===== config.mk =====
export PLATFORM = sky130hd
export DESIGN_NAME = multicycle_controller
export DESIGN_NICKNAME = d
export VERILOG_FILES = /design/src/rtl/multicycle_controller.sv
export SDC_FILE = /design/constraint.sdc
export NUM_CORES = 1
export LEC_CHECK = 0
export BUFFER_PORTS_ARGS = -buffer_cell sky130_fd_sc_hd__buf_2
export CAP_MARGIN = 25
export CORE_MARGIN = 3
export CORE_UTILIZATION = 43
export CTS_BUF_LIST = sky130_fd_sc_hd__clkbuf_4
export CTS_CLUSTER_SIZE = 14
export DETAILED_ROUTE_END_ITERATION = 10
export PLACE_DENSITY = 0.78
export SKIP_CTS_REPAIR_TIMING = 1
export SLEW_MARGIN = 30
export SYNTH_ARGS = -nofsm -noshare
export SYNTH_HDL_FRONTEND = slang
export SYNTH_SLANG_ARGS = --single-unit

===== constraint.sdc =====
create_clock -name clk -period 1.6 [get_ports clk]
set_input_delay 0.08 -clock clk [delete_from_list [all_inputs] [get_ports clk]]
set_output_delay 0.08 -clock clk [all_outputs]
set_load 0.005 [all_outputs]

===== src/rtl/multicycle_controller.sv =====
`default_nettype none
// ============================================================================
// Module   : multicycle_controller
// Purpose  : Control FSM for the multi-cycle RV32I core (shared ALU, unified
//            memory port). Optional jal support with macro MCCTRL_JAL_EN.
// Revision : 1.0  initial release
// ============================================================================
module multicycle_controller #(
    parameter logic [3:0] RESET_STATE = 4'd0
) (
    input  logic       clk,
    input  logic       rst,
    input  logic [6:0] opcode,
    input  logic [2:0] funct3,
    input  logic       funct7_5,
    input  logic       zero_flag,
    input  logic       sign_flag,
    input  logic       mem_ready,
    output logic       mem_read,
    output logic       mem_write,
    output logic       adr_src,
    output logic       ir_write,
    output logic       pc_write,
    output logic       reg_write,
    output logic [1:0] result_src,
    output logic [1:0] alu_src_a,
    output logic [1:0] alu_src_b,
    output logic [2:0] alu_control,
    output logic [1:0] imm_src,
    output logic       illegal_op,
    output logic [3:0] state_dbg
);

    localparam logic [3:0] S_FETCH    = 4'd0;
    localparam logic [3:0] S_DECODE   = 4'd1;
    localparam logic [3:0] S_MEMADR   = 4'd2;
    localparam logic [3:0] S_MEMREAD  = 4'd3;
    localparam logic [3:0] S_MEMWB    = 4'd4;
    localparam logic [3:0] S_MEMWRITE = 4'd5;
    localparam logic [3:0] S_EXECR    = 4'd6;
    localparam logic [3:0] S_EXECI    = 4'd7;
    localparam logic [3:0] S_ALUWB    = 4'd8;
    localparam logic [3:0] S_BRANCH   = 4'd9;
    localparam logic [3:0] S_JAL      = 4'd10;

    localparam logic [6:0] OP_LW  = 7'b0000011;
    localparam logic [6:0] OP_SW  = 7'b0100011;
    localparam logic [6:0] OP_R   = 7'b0110011;
    localparam logic [6:0] OP_I   = 7'b0010011;
    localparam logic [6:0] OP_BR  = 7'b1100011;
    localparam logic [6:0] OP_JAL = 7'b1101111;

    logic [3:0] state_q;
    logic [3:0] state_d;
    logic [2:0] w_alu_dec;
    logic [1:0] w_imm_dec;
    logic       w_br_take;

    always_ff @(posedge clk) begin
        if (rst) begin
            state_q <= RESET_STATE;
        end else begin
            state_q <= state_d;
        end
    end

    always_comb begin
        state_d = S_FETCH;
        case (state_q)
            S_FETCH:    state_d = mem_ready ? S_DECODE : S_FETCH;
            S_DECODE: begin
                case (opcode)
                    OP_LW, OP_SW: state_d = S_MEMADR;
                    OP_R:         state_d = S_EXECR;
                    OP_I:         state_d = S_EXECI;
                    OP_BR:        state_d = S_BRANCH;
`ifdef MCCTRL_JAL_EN
                    OP_JAL:       state_d = S_JAL;
`endif
                    default:      state_d = S_FETCH;
                endcase
            end
            S_MEMADR:   state_d = (opcode == OP_SW) ? S_MEMWRITE : S_MEMREAD;
            S_MEMREAD:  state_d = mem_ready ? S_MEMWB : S_MEMREAD;
            S_MEMWB:    state_d = S_FETCH;
            S_MEMWRITE: state_d = mem_ready ? S_FETCH : S_MEMWRITE;
            S_EXECR:    state_d = S_ALUWB;
            S_EXECI:    state_d = S_ALUWB;
            S_ALUWB:    state_d = S_FETCH;
            S_BRANCH:   state_d = S_FETCH;
`ifdef MCCTRL_JAL_EN
            S_JAL:      state_d = S_ALUWB;
`endif
            default:    state_d = S_FETCH;
        endcase
    end

    // Only subtract for R-type funct7[5]; I-type never encodes a subtract.
    always_comb begin
        case (funct3)
            3'b000:         w_alu_dec = (opcode[5] & funct7_5) ? 3'b010 : 3'b000;
            3'b010, 3'b011: w_alu_dec = 3'b000;
            default:        w_alu_dec = funct3;
        endcase
    end

    always_comb begin
        case (opcode)
            OP_SW:   w_imm_dec = 2'b01;
            OP_BR:   w_imm_dec = 2'b10;
            OP_JAL:  w_imm_dec = 2'b11;
            default: w_imm_dec = 2'b00;
        endcase
    end

    always_comb begin
        case (funct3)
            3'b000:  w_br_take = zero_flag;
            3'b001:  w_br_take = ~zero_flag;
            3'b100:  w_br_take = sign_flag;
            default: w_br_take = 1'b0;
        endcase
    end

    always_comb begin
        mem_read    = 1'b0;
        mem_write   = 1'b0;
        adr_src     = 1'b0;
        ir_write    = 1'b0;
        pc_write    = 1'b0;
        reg_write   = 1'b0;
        result_src  = 2'b00;
        alu_src_a   = 2'b00;
        alu_src_b   = 2'b00;
        alu_control = 3'b000;
        imm_src     = 2'b00;
        illegal_op  = 1'b0;
        if (!rst) begin
            if (state_q <= S_JAL) begin
                imm_src = w_imm_dec;
            end
            case (state_q)
                S_FETCH: begin
                    mem_read   = 1'b1;
                    ir_write   = mem_ready;
                    pc_write   = mem_ready;
                    alu_src_b  = 2'b10;
                    result_src = 2'b10;
                end
                S_DECODE: begin
                    alu_src_a  = 2'b01;
                    alu_src_b  = 2'b01;
                    illegal_op = (state_d == S_FETCH);
                end
                S_MEMADR: begin
                    alu_src_a = 2'b10;
                    alu_src_b = 2'b01;
                end
                S_MEMREAD: begin
                    mem_read = 1'b1;
                    adr_src  = 1'b1;
                end
                S_MEMWB: begin
                    result_src = 2'b01;
                    reg_write  = 1'b1;
                end
                S_MEMWRITE: begin
                    mem_write = 1'b1;
                    adr_src   = 1'b1;
                end
                S_EXECR: begin
                    alu_src_a   = 2'b10;
                    alu_control = w_alu_dec;
                end
                S_EXECI: begin
                    alu_src_a   = 2'b10;
                    alu_src_b   = 2'b01;
                    alu_control = w_alu_dec;
                end
                S_ALUWB: begin
                    reg_write = 1'b1;
                end
                S_BRANCH: begin
                    alu_src_a   = 2'b10;
                    alu_control = 3'b010;
                    pc_write    = w_br_take;
                end
`ifdef MCCTRL_JAL_EN
                S_JAL: begin
                    alu_src_a = 2'b01;
                    alu_src_b = 2'b10;
                    pc_write  = 1'b1;
                end
`endif
                default: begin
                    imm_src = 2'b00;
                end
            endcase
        end
    end

    assign state_dbg = state_q;

endmodule
`default_nettype wire


# Word-level counts from Yosys, hierarchy flattened
# Cells that the tools add are included.
op_classes:
  magnitude_cmp: 1
  eq_ne: 19
  muxes: 35
  bitwise: 2
  n_reduce_logical: 12
ops:
  columns: ["cell", "count"]
  rows:
  - ["case mux 4 bit (6 select lines)", 1]
  - ["equality test 4 x 3 -> 1 bit (second input constant)", 4]
  - ["case mux 4 bit (4 select lines)", 1]
  - ["equality test 7 x 6 -> 1 bit (second input constant)", 2]
  - ["equality test 7 bit (second input constant)", 2]
  - ["2-to-1 mux 1 bit", 14]
  - ["2-to-1 mux 2 bit", 7]
  - ["2-to-1 mux 3 bit", 4]
  - ["case mux 2 bit (2 select lines)", 3]
  - ["case mux 3 bit (2 select lines)", 2]
  - ["OR reduction 2 bit", 6]
  - ["OR reduction 10 bit", 1]
  - ["equality test 4 x 2 -> 1 bit (second input constant)", 2]
  - ["equality test 4 bit (second input constant)", 2]
  - ["zero test 4 bit", 2]
  - ["equality test 7 x 2 -> 1 bit (second input constant)", 1]
  - ["equality test 7 x 5 -> 1 bit (second input constant)", 1]
  - ["equality test 3 x 2 -> 1 bit (second input constant)", 2]
  - ["case mux 2 bit (3 select lines)", 1]
  - ["equality test 4 x 1 -> 1 bit (second input constant)", 1]
  - ["<= comparator 4 bit (second input constant)", 1]
  - ["OR reduction 4 bit", 1]
  - ["equality test 3 x 1 -> 1 bit (second input constant)", 1]
  - ["equality test 3 bit (second input constant)", 1]
  - ["other kinds (6)", 6]
word_totals:
  regBits: 4
  in_bits: 16
  output_inout_bits: 22
  wordCells: 70

# Depth between registers and ports, before layout
# Gate-level depths: netlist of the first run.
depth:
  ltp_word: 7
  mapped_depth: 5
  depth_no_buf: 4

# Least setup slack after synthesis of the first run
# OpenSTA, ideal clock, no wires.
synth_timing:
  path_kind: "register to output"
  startpoint: "reg state_q[3] (netlist: state_dbg[3])"
  endpoint: "out pc_write"
  arrival_ps: 1224
  t_required_ps: 1520
  setup_slack_ps: 296
  stages_incl_launch_ff: 5
  n_path_buf: 1
  cell_sequence: "dfxtp_1 buf_4 inv_1 or3_4 o41ai_2"
synth_between:
  elab_chain_cells: 3
  elab_cells_between_ends: 4
  classes_between: "eq/ne: 1; mux: 2; reduce/logical: 1"
synth_rtl:
  columns: ["item", "line", "source"]
  rows:
  - ["start, declared", "53", "logic [3:0] state_q;"]
  - ["start signal, assigned", "63", "state_q <= state_d;"]
  - ["equality test 4 bit or zero test 4 bit (tied branches)", "142", "case (state_q)"]
  - ["case mux 1 bit (2 select lines) (*)", "142", null]
  - ["2-to-1 mux 1 bit (*)", "138", "if (!rst) begin"]
  - ["end, declared", "23", "output logic pc_write,"]
# Every way passes the cells marked *; elsewhere a longest branch is shown, timed or not.

# Worst setup path in the final report of the first run
layout_timing:
  startpoint: "reg state_q[1] (netlist: state_dbg[1])"
  endpoint: "out pc_write"
# The elaborated chain is that of the path after synthesis.

==> run_results.csv, run 1 <==
group,metric,value,unit
status,outcome,"completed",
placement,place.detailed.hpwl,1416,um
timing,max_slew_margin,74.35,%
clock_tree,htree_levels,1,
clock_tree,cts_buffer_depth,2,
clock_tree,cts_tree,"done",
timing,tns,0,ns
timing,worst_slack,0.01031,ns
yosys,yosysSeqAreaShare,13.50,%
routing,via_per_inst,5.659,
yosys,syn-instance-count,87,
yosys,netlist_area,593.1,um2
placement,portBuffers,37,
yosys,synth_cell_type_count,36,
timing,min_period_over_period,99.36,%
timing,rsz0062_at_grt,"yes",
floorplan,io_pins,38,
floorplan,die_width,43.14,um
yosys,synth_area_leader_cell,"dfxtp_1",
setup_path,cp.arrival,1.51,ns
setup_path,worst_ep_required_time,1.52,ns
clock_tree,clock_latency,0.23,ns
timing,hold_violations,0,
routing,num_vias,781,
global_route,antenna_found_initial,0,
clock_tree,clock-sinks,4,
clock_tree,clockRootBuffer,"clkbuf_4",
floorplan,die_y,43.14,um
yosys,yosysWarnings,0,
power,p_leak,0.3997,nW
timing,setup_viol,0,
global_route,gr-usage-all-layers,20.09,%
timing,max_freq,0.6291,GHz
yosys,syn_area_per_cell,6.817,um2
timing,fin_crit,1.590,ns
setup_path,slowest_stage,"or3_4",
routing,detail_route.iter0.violations,20,
setup_path,cp_num_buf_inv,1,
timing,drv_slew,0,
yosys,yosys_register_bits,4,
routing,drtAntennaViolNets,0,
routing,routedWlPerCell,13.09,um
power,max-vdd-ir-drop,0.0003196,V
setup_path,cp_slowest_stage_delay,0.36,ns
placement,gp_congestion,0.8004,
routing,drc,0,
yosys,postSynthNetCount,103,
global_route,grt-ovfl-total,0,
setup_path,start_kind,"flip-flop",
setup_path,worst-setup-path-type,"flip-flop to output pin",
global_route,grt_first_pass_wirelength,3008,um
cells_and_area,syn_to_final_growth,40.08,%
timing,tightest_slew,0.3807,ns
setup_path,crit_family,"simple AND/OR/NAND/NOR gates",
cells_and_area,layout.filler_cells,107,
cells_and_area,num-nets-final,142,
cells_and_area,largest_reg_flops,4,
yosys,synth_top_area_share,13.50,%
setup_path,cp-startpoint,"state_dbg[1]$_SDFF_PP0_",
floorplan,dieArea,1861,um2
setup_path,crit_chain,"nand2b_4, or3_4, o41ai_4, buf_2",
clock_tree,cts_made_buffers,3,
setup_path,critPathCaptureType,"output pin",
placement,pre_cts_slack,0.2317,ns
setup_path,rr_startpoint,"state_dbg[2]$_SDFF_PP0_",
timing,finClkSkew,0.005006,ns
clock_tree,clk_pin_slew,0.04,ns
floorplan,core_area,1201,um2
min_path,worstHoldStart,"rst",
power,power_density,432.6,nW/um2
cells_and_area,finalInstanceArea,830.8,um2
global_route,grt_max_degree,17,
min_path,hold_class,"input pin to flip-flop",
placement,place_area,782.0,um2
placement,numPlacedInstances,135,
floorplan,initial_core_util,49.38,%
global_route,grt_pass1_vias,722,
setup_path,cp_max_fo,6,
power,power,0.3594,mW
cells_and_area,num_antenna_cells,0,
floorplan,fp-row-count,12,
cells_and_area,fin_cells,138,
run,cap_violations,0,
routing,drtPass1Iterations,4,
yosys,yosys-top-cells-area,"dfxtp_1, nor2_1, nor3_1",
routing,drt-total-wl,1806,um
cells_and_area,drive_gt1_share,45.97,%
## routing by layer
metal / vias up / GRT usage, % / routed length (um)
li1: 390 / - / -
met1: 349 / 24.26 / 757
met2: 40 / 34.51 / 882
met3: 2 / 5.085 / 159
met4: 0 / 5.422 / 6
met5: - / 0 / 0
## path summary, 6_finish.rpt
| path | to | cells past startpoint | slack (ns) |
|---|---|---|---|
| worst max-delay path | pc_write | 4 | 0.01 |
| worst min-delay path | state_dbg[3]$_SDFF_PP0_ | 2 | 0.19 |
| worst max register to register | state_dbg[0]$_SDFF_PP0_ | 4 | 0.35 |
| worst min register to register | state_dbg[3]$_SDFF_PP0_ | 2 | 0.62 |
## power by group
part	switching, mW	internal, mW	leakage [nW]
sequential	0.00261	0.103	0.0340
combinational	0.0710	0.0578	0.352
clock	0.0410	0.0839	0.0138
total	0.115	0.245	0.400
## cell usage in the layout, fill, tap and decap left out, types with 3 or more instances in the layout
cell / count
a21oi_1: 3
buf_2: 37
buf_4: 4
clkbuf_4: 3
dfxtp_2: 3
inv_1: 5
nand2_1: 6
nand3_1: 6
nor2_1: 10
nor3_1: 6
o21ai_0: 5
## through the flow
step	hold slack [ns]	util [%]
finish	0.1902	69.17
floorplan	0.2162	-
CTS	0.1713	66.98
global placement	0.4085	65.10
global route	0.2211	69.17
detailed placement	0.4221	65.10
## Yosys cell counts, drive strengths merged
cell	n
o22ai	1
mux2i	2
nor2	10
nor3	8
buf	5
clkbuf	2
a31oi	1
dfxtp	4
o41ai	2
nand4b	1
a22oi	2
a21boi	1
or2	1
or3	3
nand3b	2
a21oi	3
o21ai	5
xnor2	2
nand2	7
o311ai	1
nor2b	1
nor4b	1
inv	5
nand3	6
o31ai	2
nand2b	3
xor2	2
nor4	1
mux2	1
a211oi	2
## logic make-up after synthesis
logic type	share of synthesized area, %
compound gates	23.42
xor+xnor	5.908
buf+inv	10.55
flops	13.50
mux	5.274
simple gates	41.35
## layout make-up
| cell class | count | area, um2 | share of cell area (%) |
|---|---|---|---|
| clock buffer | 3 | 22.52 | 2.711 |
| tap | 14 | 17.52 | 2.108 |
| multi-input combinational | 71 | 473.0 | 56.93 |
| inverter | 5 | 18.77 | 2.259 |
| sequential | 4 | 83.83 | 10.09 |
| timing repair buffer | 41 | 215.2 | 25.90 |
(Power assumes the default switching activity.)
==> run 2, diff against run 1 <==
Settings changed: SETUP_SLACK_MARGIN set to 0.05.
==> run_results.csv, run 2 (synthesis results as in run 1) <==
group,metric,value,unit
timing,min_period_over_period,98.81,%
routing,drtAntennaViolNets,0,
power,internal-power,0.2505,mW
timing,max_slew_margin,74.50,%
power,switchingPower,0.1188,mW
clock_tree,htree_levels,1,
setup_path,start_kind,"flip-flop",
run,cap_violations,0,
timing,tns,0,ns
setup_path,worst-setup-path-type,"flip-flop to output pin",
setup_path,slowest_stage,"or3_4",
setup_path,critPathCaptureType,"output pin",
timing,finClkSkew,0.004304,ns
timing,fin_crit,1.581,ns
cells_and_area,num_antenna_cells,0,
cells_and_area,layout_common_cells,"buf_2, nor2_1, nor3_1, buf_4",
floorplan,core_area,1201,um2
setup_path,worst-path-stages,4,
timing,rsz0062_at_grt,"yes",
cells_and_area,layout_commonest_cell,"buf_2",
floorplan,fp-row-count,12,
cells_and_area,syn_to_final_growth,45.78,%
clock_tree,clk_pin_slew,0.04,ns
power,p_clk_share,34.1,%
global_route,gr-usage-all-layers,20.09,%
power,p_leak,0.4133,nW
cells_and_area,largest_reg_flops,4,
timing,whs,0.1945,ns
global_route,antenna_found_initial,0,
clock_tree,cts_made_buffers,3,
clock_tree,cts_buffer_depth,2,
placement,numPlacedInstances,135,
routing,drc,0,
placement,gp_congestion,0.8004,
floorplan,dieArea,1861,um2
cells_and_area,drive_gt1_share,48.03,%
setup_path,crit_family,"simple AND/OR/NAND/NOR gates",
routing,via_per_inst,5.738,
floorplan,initial_core_util,49.38,%
cells_and_area,num-nets-final,145,
timing,tightest_slew,0.3785,ns
cells_and_area,finalInstanceArea,864.6,um2
setup_path,crit_chain,"nand2b_4, or3_4, o41ai_4, buf_2",
placement,place.detailed.hpwl,1416,um
global_route,grt-ovfl-total,0,
timing,worst_slack,0.01910,ns
routing,routedWlPerCell,12.90,um
timing,setup_viol,0,
clock_tree,clock-sinks,4,
floorplan,die_width,43.14,um
placement,pre_cts_slack,0.2317,ns
power,power_density,427.1,nW/um2
global_route,grt_max_degree,17,
setup_path,reg2reg_depth,4,
clock_tree,clock_latency,0.23,ns
floorplan,io_pins,38,
setup_path,cp.arrival,1.50,ns
routing,num_vias,809,
min_path,hold_depth,2,
floorplan,die_y,43.14,um
power,power,0.3692,mW
timing,max_freq,0.6326,GHz
power,max-vdd-ir-drop,0.0003226,V
clock_tree,cts_tree,"done",
cells_and_area,fin_cells,141,
placement,place_area,782.0,um2
power,p_sw_share,32.16,%
power,pwr-share-comb,37.8,%
cells_and_area,final_util,71.98,%
timing,hold_violations,0,
setup_path,cp_max_fo,5,
timing,drv_slew,0,
routing,drt-total-wl,1819,um
setup_path,cp_slowest_stage_delay,0.36,ns
global_route,grt_first_pass_wirelength,3008,um
routing,drtPass1Iterations,4,
power,pwr-share-seq,28.2,%
setup_path,worst_ep_required_time,1.52,ns
status,outcome,"completed",
clock_tree,clockRootBuffer,"clkbuf_4",
setup_path,cp_num_buf_inv,1,
placement,portBuffers,37,
routing,detail_route.iter0.violations,18,
min_path,hold_class,"input pin to flip-flop",
global_route,grt_pass1_vias,722,
==> run 2: cell count changes in the layout (fill, tap and decap cells not counted) <==
cell,change
inv_2,+1
nor2_1,-1
nor3_1,+1
dfxtp_2,-1
nor2_4,+1
inv_1,-1
dfxtp_4,+1
nor3_4,+1
buf_4,+3
nor3_2,-2
o21ai_0,-1
o21ai_1,+1
==> run 2: cell type report <==
class	instances	area [um2]
well taps	14	17.52
repair buffers	44	237.7
clock buffers	3	22.52
inverters	5	18.77
flip-flops and latches	4	86.33
multi-input cells	71	481.7
fillers	100	336.6
==> run 2: power by group through the flow <==
stage,Clock (mW),Combinational (mW),Sequential (mW)
2_1_floorplan,0,0.0694,0.108
3_3_place_gp,0,0.119,0.107
3_5_place_dp,0,0.122,0.107
4_1_cts,0.127,0.122,0.105
5_1_grt,0.135,0.154,0.104
6_report,0.126,0.139,0.104
==> run 2: worst register-to-register path, delay by kind of cell, from the launching register on <==
family                 cells  cell delay [ns]
and+or+nand+nor            1             0.16
DFF                        1             0.32
AOI/OAI and AO/OA          2             0.44
buffers and inverters      1             0.19
==> run 2: routing by layer <==
layer	vias to the layer above	global-route usage, %	routed length [um]
met3	0	5.085	156
li1	398	-	-
met5	-	0	0
met2	40	34.51	907
met4	0	5.422	0
met1	371	24.26	754
==> run 2: path summary, 6_finish.rpt <==
kind,from,endpoint,slack [ns]
max,state_dbg[1]$_SDFF_PP0_,pc_write,0.02
min,rst,state_dbg[3]$_SDFF_PP0_,0.19
max reg2reg,state_dbg[1]$_SDFF_PP0_,state_dbg[0]$_SDFF_PP0_,0.36
min reg2reg,state_dbg[2]$_SDFF_PP0_,state_dbg[1]$_SDFF_PP0_,0.60
